--- src/rtl/fifo_pkg.sv ---
// Shared FIFO helpers: level-width sizing and parameter legality checks.
// Latency: n/a (compile-time functions only).
// Backpressure: n/a.
package fifo_pkg;

    // Number of bits needed to count 0..depth inclusive.
    function automatic int fifo_level_w(input int depth);
        return $clog2(depth + 1);
    endfunction

    // True when v is a power of two and at least 2.
    function automatic bit fifo_is_pow2(input int v);
        return (v >= 2) && ((v & (v - 1)) == 0);
    endfunction

    // Legal geometry: power-of-two depth, AF in 1..DEPTH, AE in 0..DEPTH-1.
    function automatic bit fifo_params_ok(input int depth, input int af, input int ae);
        return fifo_is_pow2(depth) && (af >= 1) && (af <= depth) &&
               (ae >= 0) && (ae <= depth - 1);
    endfunction

endpackage

--- src/rtl/fifo_ram.sv ---
// Simple dual-port storage: one synchronous write port, one asynchronous read port.
// Latency: write visible on the read port the cycle after the write edge.
// Backpressure: none; the owner decides when to write.
module fifo_ram #(
    parameter int WIDTH  = 8,
    parameter int DEPTH  = 64,
    parameter int ADDR_W = $clog2(DEPTH)
) (
    input  logic              clk,
    input  logic              wr_en,
    input  logic [ADDR_W-1:0] wr_addr,
    input  logic [WIDTH-1:0]  wr_data,
    input  logic [ADDR_W-1:0] rd_addr,
    output logic [WIDTH-1:0]  rd_data
);

    logic [WIDTH-1:0] mem [DEPTH];

    // Contents are intentionally not reset.
    always_ff @(posedge clk) begin
        if (wr_en) begin
            mem[wr_addr] <= wr_data;
        end
    end

    assign rd_data = mem[rd_addr];

endmodule

--- src/rtl/sync_fifo_stream.sv ---
// Single-clock valid/ready FIFO with registered FWFT head, thresholds, flush, overflow; SYNC_FIFO_HWM_EN adds a high-water mark.
// Latency: push into an empty FIFO is presented on out_data one cycle later; full-rate push+pop with no bubbles.
// Backpressure: in_ready = !full (a same-edge pop does not free space); out_data holds while out_valid && !out_ready.
module sync_fifo_stream
    import fifo_pkg::*;
#(
    parameter int WIDTH    = 8,
    parameter int DEPTH    = 64,
    parameter int AF_LEVEL = DEPTH - 4,
    parameter int AE_LEVEL = 4,
    parameter int LEVEL_W  = fifo_level_w(DEPTH)
) (
    input  logic               clk,
    input  logic               rst,
    input  logic               flush,
    input  logic [WIDTH-1:0]   in_data,
    input  logic               in_valid,
    output logic               in_ready,
    output logic [WIDTH-1:0]   out_data,
    output logic               out_valid,
    input  logic               out_ready,
    output logic [LEVEL_W-1:0] level,
    output logic               almost_full,
    output logic               almost_empty,
    output logic               overflow,
    output logic [LEVEL_W-1:0] max_level
);

    localparam int ADDR_W = $clog2(DEPTH);
    localparam int PTR_W  = ADDR_W + 1;

    if (!fifo_params_ok(DEPTH, AF_LEVEL, AE_LEVEL)) begin : g_param_check
        $error("sync_fifo_stream: DEPTH must be a power of two >=2, AF_LEVEL in 1..DEPTH, AE_LEVEL in 0..DEPTH-1");
    end

    logic [PTR_W-1:0]   wr_ptr;
    logic [PTR_W-1:0]   rd_ptr;
    logic [WIDTH-1:0]   ram_rd_data;
    logic [LEVEL_W-1:0] level_next;
    logic               full;
    logic               push;
    logic               pop;
    logic               ram_empty;
    logic               load_slot;
    logic               load_ram;
    logic               bypass;
    logic               ram_write;

    assign full      = (level == LEVEL_W'(DEPTH));
    assign in_ready  = !full;
    assign push      = in_valid && in_ready;
    assign pop       = out_valid && out_ready;
    assign ram_empty = (wr_ptr == rd_ptr);

    // The head register refills when empty or being taken; the RAM has
    // priority so ordering is kept, otherwise a fresh push skips the RAM.
    assign load_slot = !out_valid || pop;
    assign load_ram  = load_slot && !ram_empty;
    assign bypass    = load_slot && ram_empty && push;
    assign ram_write = push && !bypass;

    assign almost_full  = (level >= LEVEL_W'(AF_LEVEL));
    assign almost_empty = (level <= LEVEL_W'(AE_LEVEL));

    fifo_ram #(
        .WIDTH  (WIDTH),
        .DEPTH  (DEPTH),
        .ADDR_W (ADDR_W)
    ) u_ram (
        .clk     (clk),
        .wr_en   (ram_write && !flush),
        .wr_addr (wr_ptr[ADDR_W-1:0]),
        .wr_data (in_data),
        .rd_addr (rd_ptr[ADDR_W-1:0]),
        .rd_data (ram_rd_data)
    );

    // Occupancy moves by one only when exactly one of push/pop happens.
    always_comb begin
        level_next = level;
        case ({push, pop})
            2'b10:   level_next = level + LEVEL_W'(1);
            2'b01:   level_next = level - LEVEL_W'(1);
            default: level_next = level;
        endcase
    end

    // RAM pointers and the occupancy counter.
    always_ff @(posedge clk or posedge rst) begin
        if (rst) begin
            wr_ptr <= '0;
            rd_ptr <= '0;
            level  <= '0;
        end else if (flush) begin
            wr_ptr <= '0;
            rd_ptr <= '0;
            level  <= '0;
        end else begin
            if (ram_write) wr_ptr <= wr_ptr + PTR_W'(1);
            if (load_ram)  rd_ptr <= rd_ptr + PTR_W'(1);
            level <= level_next;
        end
    end

    // Registered head entry: refill from RAM, bypass from input, or go empty.
    always_ff @(posedge clk or posedge rst) begin
        if (rst) begin
            out_valid <= 1'b0;
            out_data  <= '0;
        end else if (flush) begin
            out_valid <= 1'b0;
        end else if (load_ram) begin
            out_valid <= 1'b1;
            out_data  <= ram_rd_data;
        end else if (bypass) begin
            out_valid <= 1'b1;
            out_data  <= in_data;
        end else if (load_slot) begin
            out_valid <= 1'b0;
        end
    end

    // Sticky record of any offer made while full; a flushed push never sets it.
    always_ff @(posedge clk or posedge rst) begin
        if (rst) begin
            overflow <= 1'b0;
        end else if (flush) begin
            overflow <= 1'b0;
        end else if (in_valid && !in_ready) begin
            overflow <= 1'b1;
        end
    end

`ifdef SYNC_FIFO_HWM_EN
    logic [LEVEL_W-1:0] hwm;

    // Track the largest occupancy seen since reset or flush.
    always_ff @(posedge clk or posedge rst) begin
        if (rst) begin
            hwm <= '0;
        end else if (flush) begin
            hwm <= '0;
        end else if (level_next > hwm) begin
            hwm <= level_next;
        end
    end

    assign max_level = hwm;
`else
    assign max_level = '0;
`endif

endmodule

--- config.mk ---
export PLATFORM = sky130hd
export DESIGN_NAME = sync_fifo_stream
export DESIGN_NICKNAME = d
export VERILOG_FILES = /design/src/rtl/fifo_pkg.sv /design/src/rtl/fifo_ram.sv /design/src/rtl/sync_fifo_stream.sv
export SDC_FILE = /design/constraint.sdc
export NUM_CORES = 1
export LEC_CHECK = 0
export BUFFER_PORTS_ARGS = -buffer_cell sky130_fd_sc_hd__buf_2
export CAP_MARGIN = 15
export CORE_ASPECT_RATIO = 1.1
export CORE_MARGIN = 2
export CORE_UTILIZATION = 35
export CTS_CLUSTER_DIAMETER = 80
export DETAILED_ROUTE_END_ITERATION = 10
export HOLD_SLACK_MARGIN = 0.05
export PLACE_DENSITY = 0.54
export SKIP_LAST_GASP = 1
export SLEW_MARGIN = 20
export SYNTH_ARGS = -nofsm -noshare
export SYNTH_HDL_FRONTEND = slang
export SYNTH_SLANG_ARGS = --single-unit
--- constraint.sdc ---
create_clock -name clk -period 2.8 [get_ports clk]
set_input_delay 0.14 -clock clk [delete_from_list [all_inputs] [get_ports clk]]
set_output_delay 0.14 -clock clk [all_outputs]
set_load 0.02 [all_outputs]
Word-level counts from Yosys, hierarchy flattened:

Memories as Yosys holds them, arrays and structs flattened.
Index checks and enable logic that the tools add are counted.

* equal/unequal tests: 4
* $add $sub $neg: 4
* muxes and demuxes: 16
* $lt $le $gt $ge: 2
* reduce and logical (&&, ||, !) cells: 21
* bitwise operators: 1

Operator list (count)
* $mux 7: 5
* $add 7x1->7 const B: 3
* $mux 8: 2
* $pmux 7 s2: 1
* $logic_and 1x1->1: 8
* $mux 1: 8
* $reduce_bool 2->1: 4
* $eq 7x7->1: 1
* $eq 7x7->1 const B: 1
* $ge 7x6->1 const B: 1
* $le 7x3->1 const B: 1
* $sub 7x1->7 const B: 1
* $logic_not 1->1: 5
* $reduce_bool 4->1: 1
* $reduce_bool 3->1: 1
* $eq 2x1->1 const B: 1
* $eq 2x2->1 const B: 1
* $reduce_and 2->1: 1
* $logic_or 1x1->1: 1
* $not 1->1: 1

* logic and storage cells: 55
* memories kept: 1
* memory bits (writable): 512
* output and inout bits: 27
* register bits after elaboration: 31

Memories
* u_ram.mem: words 64, bits a word 8, read ports 1, clocked after Yosys merged registers in 0, write ports 1, line fifo_ram.sv:17 `logic [WIDTH-1:0] mem [DEPTH];`

Logic depth before layout (Yosys ltp):

Gate-level depths: netlist (run 1).

* depth in word-level cells: 9
* mapped depth: 12
* gate-level depth less buffers: 11

Cells and area by module:

Synthesis (run 1) repeated with hierarchy kept, for this count alone.

* cells, all modules: 1144
* area, all modules: 21944.8 sq um

Modules (own cells, without submodules)
* fifo_ram: seq. area each 15374.7 sq um, cells an instance 932, area an instance 20006.7 sq um, times used 1
* sync_fifo_stream: seq. area each 775.7 sq um, cells an instance 212, area an instance 1938.1 sq um, times used 1

Least setup slack after synthesis (run 1):

No wires, ideal clock.

* kind: flip-flop to flip-flop
* start point: register level[1]
* end point: register level[6]
* path buffers: 1
* setup time: 0.124 ns
* path slack: 0.179 ns
* arrival time: 2.497 ns
* stages on the path, launching flop included: 13
* required time: 2.676 ns
* clock period less this slack: 2.621 ns
* path through: dfrtp_1 buf_2 nor4b_2 a21oi_2 nor2_2 xor2_1 ha_1 nand3_1 mux2i_1 a32oi_1 nor2b_1 nor4_1 a211o_1

* word-level cells in the longest chain between the ends: 6

Ends and longest elaborated chain
* start, declared: line sync_fifo_stream.sv:22 `output logic [LEVEL_W-1:0] level,`
* start signal, assigned: line sync_fifo_stream.sv:101 `level <= level_next;`
* branches (longest 6 deep; another with $sub 7x1->7)

Parallel ways; which one is timed is not known.
A chain may end at the register's enable or synchronous reset.

Final worst setup path (run 1):

* start point: register rd_ptr[0]
* end point: memory u_ram.mem[21][3] (enable)

* word-level cells in the longest chain between the ends: 8

Ends and longest elaborated chain
* start, declared: line sync_fifo_stream.sv:37 `logic [PTR_W-1:0] rd_ptr;`
* start signal, assigned: line sync_fifo_stream.sv:100 `if (load_ram) rd_ptr <= rd_ptr + PTR_W'(1);`
* $eq 7x7->1: line sync_fifo_stream.sv:53 `assign ram_empty = (wr_ptr == rd_ptr);`
* $logic_and 1x1->1 (2 in series): line sync_fifo_stream.sv:59 `assign bypass = load_slot && ram_empty && push;`
* $logic_not 1->1: line sync_fifo_stream.sv:60 `assign ram_write = push && !bypass;`
* $logic_and 1x1->1: line sync_fifo_stream.sv:60
* $logic_and 1x1->1: line sync_fifo_stream.sv:71 `.wr_en (ram_write && !flush),`
* $mux 1: line fifo_ram.sv:21 `if (wr_en) begin`
* $mux 1 (implied by the code): line fifo_ram.sv:22 `mem[wr_addr] <= wr_data;`
* end, declared: line fifo_ram.sv:17

No other way between the ends.

==> summary.txt, run 1 <==
Clock network
  • CTS tree: yes
  • Total clock sinks: 543
  • Clock root buffer: clkbuf_16
  • CTS buffer count: 52
  • H-tree levels: 2
  • CTS Buffer Depth: 3
  • Worst-path clk slew: 0.07 ns
  • Clk Latency, worst-skew pair: 0.60 ns

Power and ir drop
  • PwrDens: a little under 800 nW/um^2
  • Maximum vdd drop: 0.4130 mV
  • Leak: between 8 and 9 nW

Setup path
  • CP required: 3.02 ns
  • Largest delay share family, worst path: simple AND/OR/NAND/NOR gates
  • Crit path capture type: flip-flop
  • R2r startpoint: rd_ptr[0]$_DFFE_PP0P_
  • Reg2reg setup slack: 0.17 ns
  • Setup CP Type: flip-flop to flip-flop
  • Reg-to-Reg End: u_ram.mem[21][3]$_DFFE_PP_
  • R2R depth: 6
  • CP Data Arrival Time: around 2.9 ns
  • CP Max Fanout: 8
  • Startpoint types: flip-flop
  • CP max stage cell: nor2_1
  • CP Buf/Inv Count: 1
  • CP Cell Sequence: xor2_1 -> nor3_1 -> a31oi_2 -> buf_4 -> nand3_1 -> nor2_1
  • CP peak stage delay: 0.65 ns

Logic synthesis
  • Syn_area_per_cell: 18.12 sq um
  • Ys async rst share: 0.05709
  • Top-area cell type share of the netlist area: 0.6979
  • Synthesized flop and latch total: 543
  • Cells after Synth: 1216
  • Seq/Total Area, Yosys: 0.7331
  • Synth unique cells: 63
  • Post-synth top area cell: edfxtp_1
  • Most common flop cell mapped by yosys: edfxtp_1
  • YS warnings: 0
  • Number of flops mapped to enable cells by yosys: 512
  • Area contributors post-synth: edfxtp_1, mux4_2, mux2i_1, dfrtp_1, nor2_1
  • Synth Cell Area: 22030 sq um

Floorplanning
  • Chip width: 243.2 microns
  • Die ar.: 64970 sq um
  • Core area: slightly above 60000 sq um
  • Io pins: 40
  • FP Rows: 96
  • Initial Util: 0.3534
  • Die height: 267.1 microns

Global routing
  • Met1 usage in global routing: 0.2372
  • GR Util met3: 0.02485
  • GRT Max-Usage Layer: met2
  • Largest net degree at the start of global routing: 66
  • Vias in the first global route: 11.99k
  • GR Overflow Total: 0
  • GR Util All Layers: 0.1704
  • First-pass GRT wire length: 81.52 mm
  • Initial antenna violation count: 1
  • Grt met2 use: 0.2792

Drt
  • Vias after detailed routing: 11.65k
  • Routed Antenna Nets: 0
  • Drt total wl: approximately 55 mm
  • Drt initial violations: ~1.2k
  • Residual DRC: 0
  • DR vias/cell: 5.266
  • DR WL/cell: 24.82 microns
  • Drt pass-1 iters: 5

Final layout
  • Design area: 25510 sq um
  • Ratio of cells with drive above 1 in the final layout: 0.2453
  • Area growth syn-to-layout: 15.80%
  • Fin nets: 1353

STA
  • Slew Limit Fails: 0
  • # setup viols final: 0
  • Slew HR: 0.3129
  • Clk_skew: 0.02167 ns
  • Worst Slack Setup Final: around 0.17 ns
  • Tmin final: between 2 and 3 ns
  • Crit share post-route: 0.9404
  • RSZ-0062 raised after global routing: false
  • Max Clk Rate: 379.8 MHz
  • Total negative slack: 0 ns
  • Final hold violation count: 0
  • Tightest Pin Transition: 1.031 ns

Placement
  • Port Buf Inserts: 32
  • Placed Area: 23630 sq um
  • Hpwl dp: 34.93 mm
  • Dpl ws: ~0.063 ns
  • Final GP Congestion: 0.8587

Min path
  • Hold Path Sink: u_ram.mem[58][3]$_DFFE_PP_
  • Hold Crit Class: primary input to flip-flop
  • Cell depth of the worst hold path: 1
  • Min-delay src: in_data[3]

Run status
  • Outcome: finished, final reports clean

Run
  • Max-cap violations: 0
final cells by class:
class | instances | area (sq um)
multi-input cells | 599 | 5451
flip-flops and latches | 543 | 16160
well taps | 833 | 1042
repair buffers | 136 | 1081
diodes | 1 | 2.502
clock inverters | 32 | 350.3
inverters | 4 | 15.01
clock buffers | 64 | 1409
fillers | 5565 | 36830
per-stage QoR:
step | util | hold slack [ns] | total power [W] | instances
3_3_place_gp | 0.3790 | 0.2622 | 0.01318 | 2110
6_report | 0.4092 | 0.06391 | 0.02026 | 2212
5_1_grt | 0.4092 | 0.05974 | 0.02095 | 2211
4_1_cts | 0.4081 | 0.05023 | 0.02041 | 2211
3_5_place_dp | 0.3790 | 0.2623 | 0.01320 | 2110
2_1_floorplan | - | 0.2389 | 0.01187 | 1222
sequential cells by signal (all words and copies together) (netlist names):
signal     cells
u_ram.mem    512
rd_ptr         7
wr_ptr         7
overflow       1
out_valid      1
out_data       8
level          7
power by group:
group	total [W]	internal [W]	leakage (nW)	switching [W]
logic	0.00384	0.00161	2.34	0.00223
clock network	0.00724	0.00422	0.855	0.00302
registers	0.00918	0.00902	5.01	0.000159
cells in the mapped netlist (6+ instances only):
library cell  number
buf_1              7
and2_1             6
o211ai_1           7
xor2_1            18
a22oi_1           27
nand3b_1           6
nor3_1            10
nand4_1            7
o22ai_1            6
clkbuf_1          14
nand2_1           49
buf_4             23
o21ai_0            6
a21o_1             8
dfrtp_1           31
a21oi_1           27
nor2_1           101
mux4_2            89
a221oi_1           6
mux2i_1          102
buf_6             10
nand3_1           22
buf_2             20
o21ai_1           12
a211oi_1          11
o221ai_1           7
edfxtp_1         512
layer usage:
layer,up-vias,part of all wire
met2,376,0.48
met5,-,0
met3,86,0.056
met4,0,0.025
met1,6092,0.44
li1,5095,-
layout by cell type (no fill, tap or decap), drive strengths merged, types with 11 or more instances in the layout:
cell / n
a21oi: 28
dfrtp: 31
buf: 131
a22oi: 27
mux2i: 102
clkbuf: 64
nor2: 103
nand2: 49
mux4: 89
o21ai: 18
nand3: 22
nor3: 11
a211oi: 11
edfxtp: 512
clkinv: 22
xor2: 18
cell families (layout without fill, tap and decap cells):
group	count (synthesis)	after routing	share of synthesized area
muxes	196	196	0.1399
buffers and inverters	80	236	0.02357
and+or+nand+nor	236	236	0.05061
DFF	543	543	0.7331
xor gates and xnor gates	23	23	0.009144
adders and majority gates	4	4	0.002272
AOI/OAI and AO/OA	133	133	0.04123
other	1	8	0.0001702
worst reg2reg max path, delay by kind of cell, from the launching register on:
| family | cells | cell delay, ns |
|---|---|---|
| XOR/XNOR | 1 | 0.19 |
| AO/OA/AOI/OAI | 1 | 0.28 |
| AND/OR/NAND/NOR | 3 | 1.09 |
| buffers and inverters | 1 | 0.17 |
| flip-flops | 1 | 0.53 |
worst max path at each step:
stage          cells after the start                   from                         end  slack [ns]
2_1_floorplan                     12   level[1]$_DFFE_PP0P_        level[6]$_DFFE_PP0P_        0.18
3_3_place_gp                       6  rd_ptr[0]$_DFFE_PP0P_  u_ram.mem[17][3]$_DFFE_PP_        0.02
3_5_place_dp                       6  rd_ptr[0]$_DFFE_PP0P_  u_ram.mem[19][3]$_DFFE_PP_        0.06
4_1_cts                            6  rd_ptr[0]$_DFFE_PP0P_  u_ram.mem[19][4]$_DFFE_PP_        0.04
5_1_grt                            6   level[0]$_DFFE_PP0P_  u_ram.mem[13][4]$_DFFE_PP_       0.002
6_report                           6  rd_ptr[0]$_DFFE_PP0P_  u_ram.mem[21][3]$_DFFE_PP_        0.17
repair_timing:
action                                 4_1_cts  5_1_grt
hold buffers                                 5        0
setup endpoints to repair                    0      336
gates resized for setup                      0       21
buffers inserted                             0        0
endpoints found under the hold margin       39        0
Power figures use the tool's default switching activity.
==> run 2, diff against run 1 <==
Settings changed: HOLD_SLACK_MARGIN 0.05 to 0.12.
==> run 2 against run 1 <==
Compared with the run above:
- register-to-register slack worse by 0.02 ns
- die area stayed put
- wire length is 0.13% higher
- first-iteration DRC count is 1.3% lower
- largest power group unchanged
- highest routed layer unchanged
==> summary.txt, run 2 (synthesized netlist as in run 1, its figures left out) <==
Run status
  • Outcome: finished, final reports clean

Power and ir drop
  • Leak: 8.221 nW (+0.25%)
  • Gate power share: 0.190 (about the same)
  • Maximum vdd drop: 0.4143 mV (+0.32%)
  • Sequential fraction of design power: 0.453 (about the same)
  • PwrDens: 792.2 nW/um^2 (-0.24%)
  • Int Power: 0.01485 W (about the same)
  • Switch Pwr: 0.005398 W (-0.26%)
  • Switch share: 0.2666 (-0.0005607)
  • Clk pwr share: 0.357 (about the same)
  • Total power: 0.02025 W (about the same)

Floorplanning
  • Chip width: 243.2 microns (unchanged)
  • Core area: 62340 sq um (unchanged)
  • Die height: 267.1 microns (unchanged)
  • Io pins: 40 (unchanged)
  • Die ar.: 64970 sq um (unchanged)
  • Initial Util: 0.3534 (unchanged)
  • FP Rows: 96 (unchanged)

STA
  • Crit share post-route: 0.9489 (+0.008476)
  • Tightest Pin Transition: 1.009 ns (-0.02169 ns)
  • # setup viols final: 0 (unchanged)
  • Tmin final: 2.657 ns (+0.02373 ns)
  • Final hold violation count: 0 (unchanged)
  • Max Clk Rate: 376.4 MHz (-0.89%)
  • Total negative slack: 0 ns (unchanged)
  • Slew Limit Fails: 0 (unchanged)
  • Slew HR: 0.3274 (+0.01446)
  • RSZ-0062 raised after global routing: false
  • Worst Slack Setup Final: 0.1431 ns (-0.02373 ns)
  • Clk_skew: 0.02104 ns (-0.0006287 ns)

Final layout
  • Area growth syn-to-layout: 16.02%
  • Ratio of cells with drive above 1 in the final layout: 0.2444 (-0.0008868)
  • Most frequent cells in the layout: edfxtp_1, mux2i_1, buf_4
  • Flip-flop count of the largest register after layout: 512 (unchanged)
  • Biggest regs: u_ram.mem: 512 flops, out_data: 8 flops
  • Most flop-heavy register: u_ram.mem
  • Fin nets: 1358 (+0.37%)
  • Commonest non-fill, non-tap cell in the layout: edfxtp_1

Setup path
  • Startpoint types: flip-flop
  • CP max stage cell: nor2_1
  • CP required: 3.02 ns (about the same)
  • R2R depth: 6 (unchanged)
  • CP Max Fanout: 8 (unchanged)
  • Setup CP Type: flip-flop to flip-flop
  • CP Cell Sequence: xor2_1 -> nor3_1 -> a31oi_2 -> buf_4 -> nand3_1 -> nor2_1
  • Stages on worst setup path: 6 (unchanged)
  • Reg2reg setup slack: 0.14 ns (-0.02 ns)
  • CP Launch Point: rd_ptr[0]$_DFFE_PP0P_
  • Reg-to-Reg End: u_ram.mem[21][3]$_DFFE_PP_
  • R2r startpoint: rd_ptr[0]$_DFFE_PP0P_
  • CP peak stage delay: 0.66 ns (about the same)
  • Largest delay share family, worst path: simple AND/OR/NAND/NOR gates
  • CP Buf/Inv Count: 1 (unchanged)
  • Crit path capture: u_ram.mem[21][3]$_DFFE_PP_
  • CP Data Arrival Time: 2.88 ns (+0.02 ns)
  • Crit path capture type: flip-flop

Min path
  • Hold Crit Class: primary input to asynchronous set/reset pin

Global routing
  • GR Overflow Total: 0 (unchanged)
  • Largest net degree at the start of global routing: 66 (unchanged)
  • GR Util All Layers: 0.1705 (about the same)
  • Vias in the first global route: 12.00k (+0.13%)
  • Initial antenna violation count: 1 (unchanged)
  • First-pass GRT wire length: 81.56 mm (about the same)

Clock network
  • CTS tree: yes
  • Total clock sinks: 543 (unchanged)
  • H-tree levels: 2 (unchanged)
  • CTS buffer count: 52 (unchanged)
  • Worst-path clk slew: 0.07 ns (about the same)
  • Clock root buffer: clkbuf_16
  • CTS Buffer Depth: 3 (unchanged)
  • Clk Latency, worst-skew pair: 0.60 ns (about the same)

Drt
  • Routed Antenna Nets: 0 (unchanged)
  • Drt initial violations: 1145 (-1.3%)
  • DR WL/cell: 24.80 microns (about the same)
  • DR vias/cell: 5.246 (-0.39%)
  • Drt total wl: 54.98 mm (+0.13%)
  • Residual DRC: 0 (unchanged)
  • Vias after detailed routing: 11.63k (-0.16%)
  • Drt pass-1 iters: 5 (unchanged)

Placement
  • Hpwl dp: 34.93 mm (unchanged)
  • Port Buf Inserts: 32 (unchanged)
  • Final GP Congestion: 0.8587 (unchanged)
  • Dpl ws: 0.06288 ns (unchanged)

Run
  • Max-cap violations: 0 (unchanged)
run 2: cell count changes in the layout (fill, tap and decap cells not counted):
cell	before	now
dlygate4sd3_1	5	10
run 2: worst register-to-register path: cells and delay by family (launching register included):
family	cells	cell delay (ns)
buffers and inverters	1	0.18
XOR/XNOR	1	0.19
flip-flops	1	0.53
AND/OR/NAND/NOR	3	1.10
AO/OA/AOI/OAI	1	0.29
run 2: worst min-delay path by stage:
stage,from,endpoint,slack (ns),cells after the start
floorplan,rst,level[0]$_DFFE_PP0P_,0.24,1
CTS,rst,level[5]$_DFFE_PP0P_,0.17,4
global route,rst,level[5]$_DFFE_PP0P_,0.22,4
detailed placement,rst,level[5]$_DFFE_PP0P_,0.26,3
global placement,rst,level[5]$_DFFE_PP0P_,0.26,3
finish,rst,level[5]$_DFFE_PP0P_,0.17,4
run 2: per-stage QoR:
| step | instance area [sq um] | hold slack (ns) | instances | utilization |
|---|---|---|---|---|
| 6_report | 25560 | 0.1659 | 2217 | 0.4100 |
| 3_5_place_dp | 23630 | 0.2623 | 2110 | 0.3790 |
| 2_1_floorplan | 22050 | 0.2389 | 1222 | - |
| 4_1_cts | 25490 | 0.1717 | 2216 | 0.4089 |
| 5_1_grt | 25560 | 0.2238 | 2216 | 0.4100 |
| 3_3_place_gp | 23630 | 0.2622 | 2110 | 0.3790 |
run 2: repair_timing:
| action | 4_1_cts | 5_1_grt |
|---|---|---|
| hold endpoints to repair | 127 | 0 |
| gates resized for setup | 0 | 21 |
| endpoints found under the setup margin | 0 | 336 |
| hold buffers | 10 | 0 |
| buffers inserted | 0 | 0 |
run 2: cell type report:
class,instances,area (sq um)
Antenna cell,1,2.502
Clock buffer,64,1409
Clock inverter,32,350.3
Fill cell,5560,36780
Inverter,4,15.01
Multi-Input combinational cell,599,5451
Sequential cell,543,16160
Tap cell,833,1042
Timing Repair Buffer,141,1131
run 2: routing by layer:
metal,global-route usage,routed length [microns],up-vias
li1,-,-,5107
met1,0.2374,24200,6066
met2,0.2794,26450,372
met3,0.02465,2936,85
met4,0.04941,1390,0
met5,0,0,-
run 2: power groups by stage:
stage	Clock (W)	Combinational, W	Sequential (W)
floorplan	0	0.00252	0.00935
global placement	0	0.00384	0.00934
detailed placement	0	0.00385	0.00935
CTS	0.00736	0.00388	0.00917
global route	0.00766	0.00411	0.00918
finish	0.00723	0.00384	0.00918
==> run 3, diff against run 2 <==
Settings changed: CORE_MARGIN 2 to 5.
==> run 3 against run 2 <==
Compared with the run above:
- wire length grew 0.12%
- die area grew 4.8%
- core utilization shrank 0.10 points
- first-iteration DRC count is 10% lower
- clock-buffer cell count up 6
==> summary.txt, run 3 (synthesized netlist as in run 1, its figures left out) <==
Run status
  • Outcome: finished, final reports clean

Run
  • Max-cap violations: 0 (unchanged)

Power and ir drop
  • Int Power: 0.01465 W (-1.4%)
  • Maximum vdd drop: 0.4410 mV (+6.4%)
  • Leak: 8.265 nW (+0.53%)
  • Clk pwr share: 0.352 (-0.005)
  • Switch share: 0.2684 (+0.001806)
  • PwrDens: 785.2 nW/um^2 (-0.88%)
  • Switch Pwr: 0.005374 W (-0.45%)
  • Gate power share: 0.190 (about the same)
  • Sequential fraction of design power: 0.458 (+0.005)

Final layout
  • Biggest regs: u_ram.mem: 512 flops, out_data: 8 flops
  • Commonest non-fill, non-tap cell in the layout: edfxtp_1
  • # diodes: 0 (-1)
  • Area growth syn-to-layout: 15.74%
  • Flip-flop count of the largest register after layout: 512 (unchanged)
  • Most frequent cells in the layout: edfxtp_1, mux2i_1, buf_4
  • Finished Layout Cells: 2228 (+0.50%)
  • Fin nets: 1367 (+0.66%)
  • Most flop-heavy register: u_ram.mem
  • Ratio of cells with drive above 1 in the final layout: 0.2387 (-0.005687)

STA
  • Max Clk Rate: 380.0 MHz (+0.97%)
  • Slew Limit Fails: 0 (unchanged)
  • Crit share post-route: 0.9398 (-0.009145)
  • Clk_skew: 0.02243 ns (+0.001386 ns)
  • Tightest Pin Transition: 1.094 ns (+0.08501 ns)
  • Final hold violation count: 0 (unchanged)
  • # setup viols final: 0 (unchanged)
  • Slew HR: 0.2707 (-0.05667)
  • RSZ-0062 raised after global routing: false
  • Total negative slack: 0 ns (unchanged)
  • Tmin final: 2.631 ns (-0.02561 ns)

Placement
  • Hpwl dp: 34.68 mm (-0.72%)
  • Port Buf Inserts: 32 (unchanged)
  • Placed insts: 2122 (+0.57%)
  • Final GP Congestion: 0.8330 (-3.0%)

Floorplanning
  • Core area: 62340 sq um (unchanged)
  • Io pins: 40 (unchanged)
  • Initial Util: 0.3534 (unchanged)
  • Die ar.: 68070 sq um (+4.8%)
  • Die height: 273.1 microns (+2.2%)
  • FP Rows: 96 (unchanged)
  • Chip width: 249.2 microns (+2.5%)

Setup path
  • CP Data Arrival Time: 2.85 ns (-0.03 ns)
  • CP max stage cell: nor2_1
  • Most used cell, CP: buf_4
  • R2R depth: 7 (+1)
  • Largest delay share family, worst path: simple AND/OR/NAND/NOR gates
  • Reg2reg setup slack: 0.17 ns (+0.03 ns)
  • CP Max Fanout: 12 (+4)
  • Startpoint types: flip-flop
  • Setup CP Type: flip-flop to flip-flop
  • CP Buf/Inv Count: 2 (+1)
  • CP peak stage delay: 0.72 ns (+0.06 ns)
  • Crit path capture type: flip-flop
  • CP required: 3.02 ns (about the same)
  • Reg-to-Reg End: u_ram.mem[56][2]$_DFFE_PP_
  • R2r startpoint: rd_ptr[0]$_DFFE_PP0P_
  • CP Cell Sequence: xor2_1 -> nor3_1 -> a31oi_1 -> buf_4 -> nand4_1 -> buf_4 -> nor2_1

Clock network
  • CTS tree: yes
  • CTS buffer count: 53 (+1.9%)
  • Setup Buffers After CTS: 0 (unchanged)
  • Worst-path clk slew: 0.06 ns (about the same)
  • H-tree levels: 2 (unchanged)
  • Clock root buffer: clkbuf_16
  • CTS Buffer Depth: 3 (unchanged)
  • Clk Latency, worst-skew pair: 0.60 ns (about the same)
  • Total clock sinks: 543 (unchanged)

Min path
  • Cell depth of the worst hold path: 6
  • Hold Path Sink: out_data[7]$_DFFE_PP0P_
  • Min-delay src: in_data[7]
  • Hold Crit Class: primary input to flip-flop

Drt
  • Routed Antenna Nets: 0 (unchanged)
  • Drt pass-1 iters: 5 (unchanged)
  • Vias after detailed routing: 11.63k (-0.0086%)
  • Drt initial violations: 1025 (-10%)
  • Drt total wl: 55.04 mm (+0.12%)
  • DR vias/cell: 5.219 (-0.50%)
  • Residual DRC: 0 (unchanged)
  • DR WL/cell: 24.71 microns (-0.38%)

Global routing
  • GR Overflow Total: 0 (unchanged)
  • First-pass GRT wire length: 82.12 mm (+0.69%)
  • Largest net degree at the start of global routing: 73 (+11%)
  • GR Util All Layers: 0.1603 (-0.01026)
  • Vias in the first global route: 12.07k (+0.57%)
  • Initial antenna violation count: 0 (-1)
-- run 3: what timing repair did --
item / CTS / global route
hold buffers: 6 / 0
resized for setup: 0 / 5
setup endpoints to repair: 0 / 219
endpoints found under the hold margin: 52 / 0
-- run 3: layout make-up --
class	count	area [sq um]
Tap cell	833	1042
Clock inverter	30	249.0
Clock buffer	70	1463
Fill cell	5542	36840
Sequential cell	543	16160
Multi-Input combinational cell	599	5404
Timing Repair Buffer	149	1166
Inverter	4	15.01
-- run 3: worst max-delay path by stage --
stage                          startpoint                         end  slack [ns]  cells after the start
global placement    rd_ptr[0]$_DFFE_PP0P_  u_ram.mem[33][4]$_DFFE_PP_        0.03                      8
CTS                 rd_ptr[0]$_DFFE_PP0P_  u_ram.mem[33][5]$_DFFE_PP_        0.01                      8
floorplan            level[1]$_DFFE_PP0P_        level[6]$_DFFE_PP0P_        0.18                     12
detailed placement  rd_ptr[1]$_DFFE_PP0P_  u_ram.mem[33][4]$_DFFE_PP_        0.02                      8
finish              rd_ptr[0]$_DFFE_PP0P_  u_ram.mem[56][2]$_DFFE_PP_        0.17                      7
global route         level[5]$_DFFE_PP0P_        level[6]$_DFFE_PP0P_        0.02                     11
-- run 3: layer usage --
metal / GRT usage / up-vias / routed length [microns]
met5: 0 / - / 0
met4: 0.04593 / 0 / 1478
met3: 0.02931 / 80 / 2988
met2: 0.2633 / 329 / 26600
met1: 0.2208 / 6109 / 23980
li1: - / 5111 / -
-- run 3: metrics by stage --
step                      total power, W  area, sq um  hold WS, ns  worst slack (ns)    util
final                            0.02002        25500       0.1699            0.1687  0.4090
after detailed placement         0.01316        23700       0.2614           0.01862  0.3802
after global placement           0.01315        23700       0.2552           0.03106  0.3802
after floorplan                  0.01187        22050       0.2389            0.1790       -
after global routing             0.02081        25500       0.1736           0.02296  0.4090
after CTS                        0.02023        25480       0.1498           0.01101  0.4087
-- run 3: worst min-delay path, stage by stage --
cell	delay, ns
buf_2	0.13
nand2_1	0.06
a2111oi_0	0.09
buf_4	0.13
a21oi_1	0.10
o21ai_1	0.07
-- run 3: power by group through the flow --
stage          Sequential [W]  Clock [W]  Combinational (W)
4_1_cts               0.00916    0.00722            0.00385
2_1_floorplan         0.00935          0            0.00252
3_3_place_gp          0.00933          0            0.00382
5_1_grt               0.00917    0.00757            0.00407
3_5_place_dp          0.00934          0            0.00383
6_report              0.00916    0.00706            0.00380
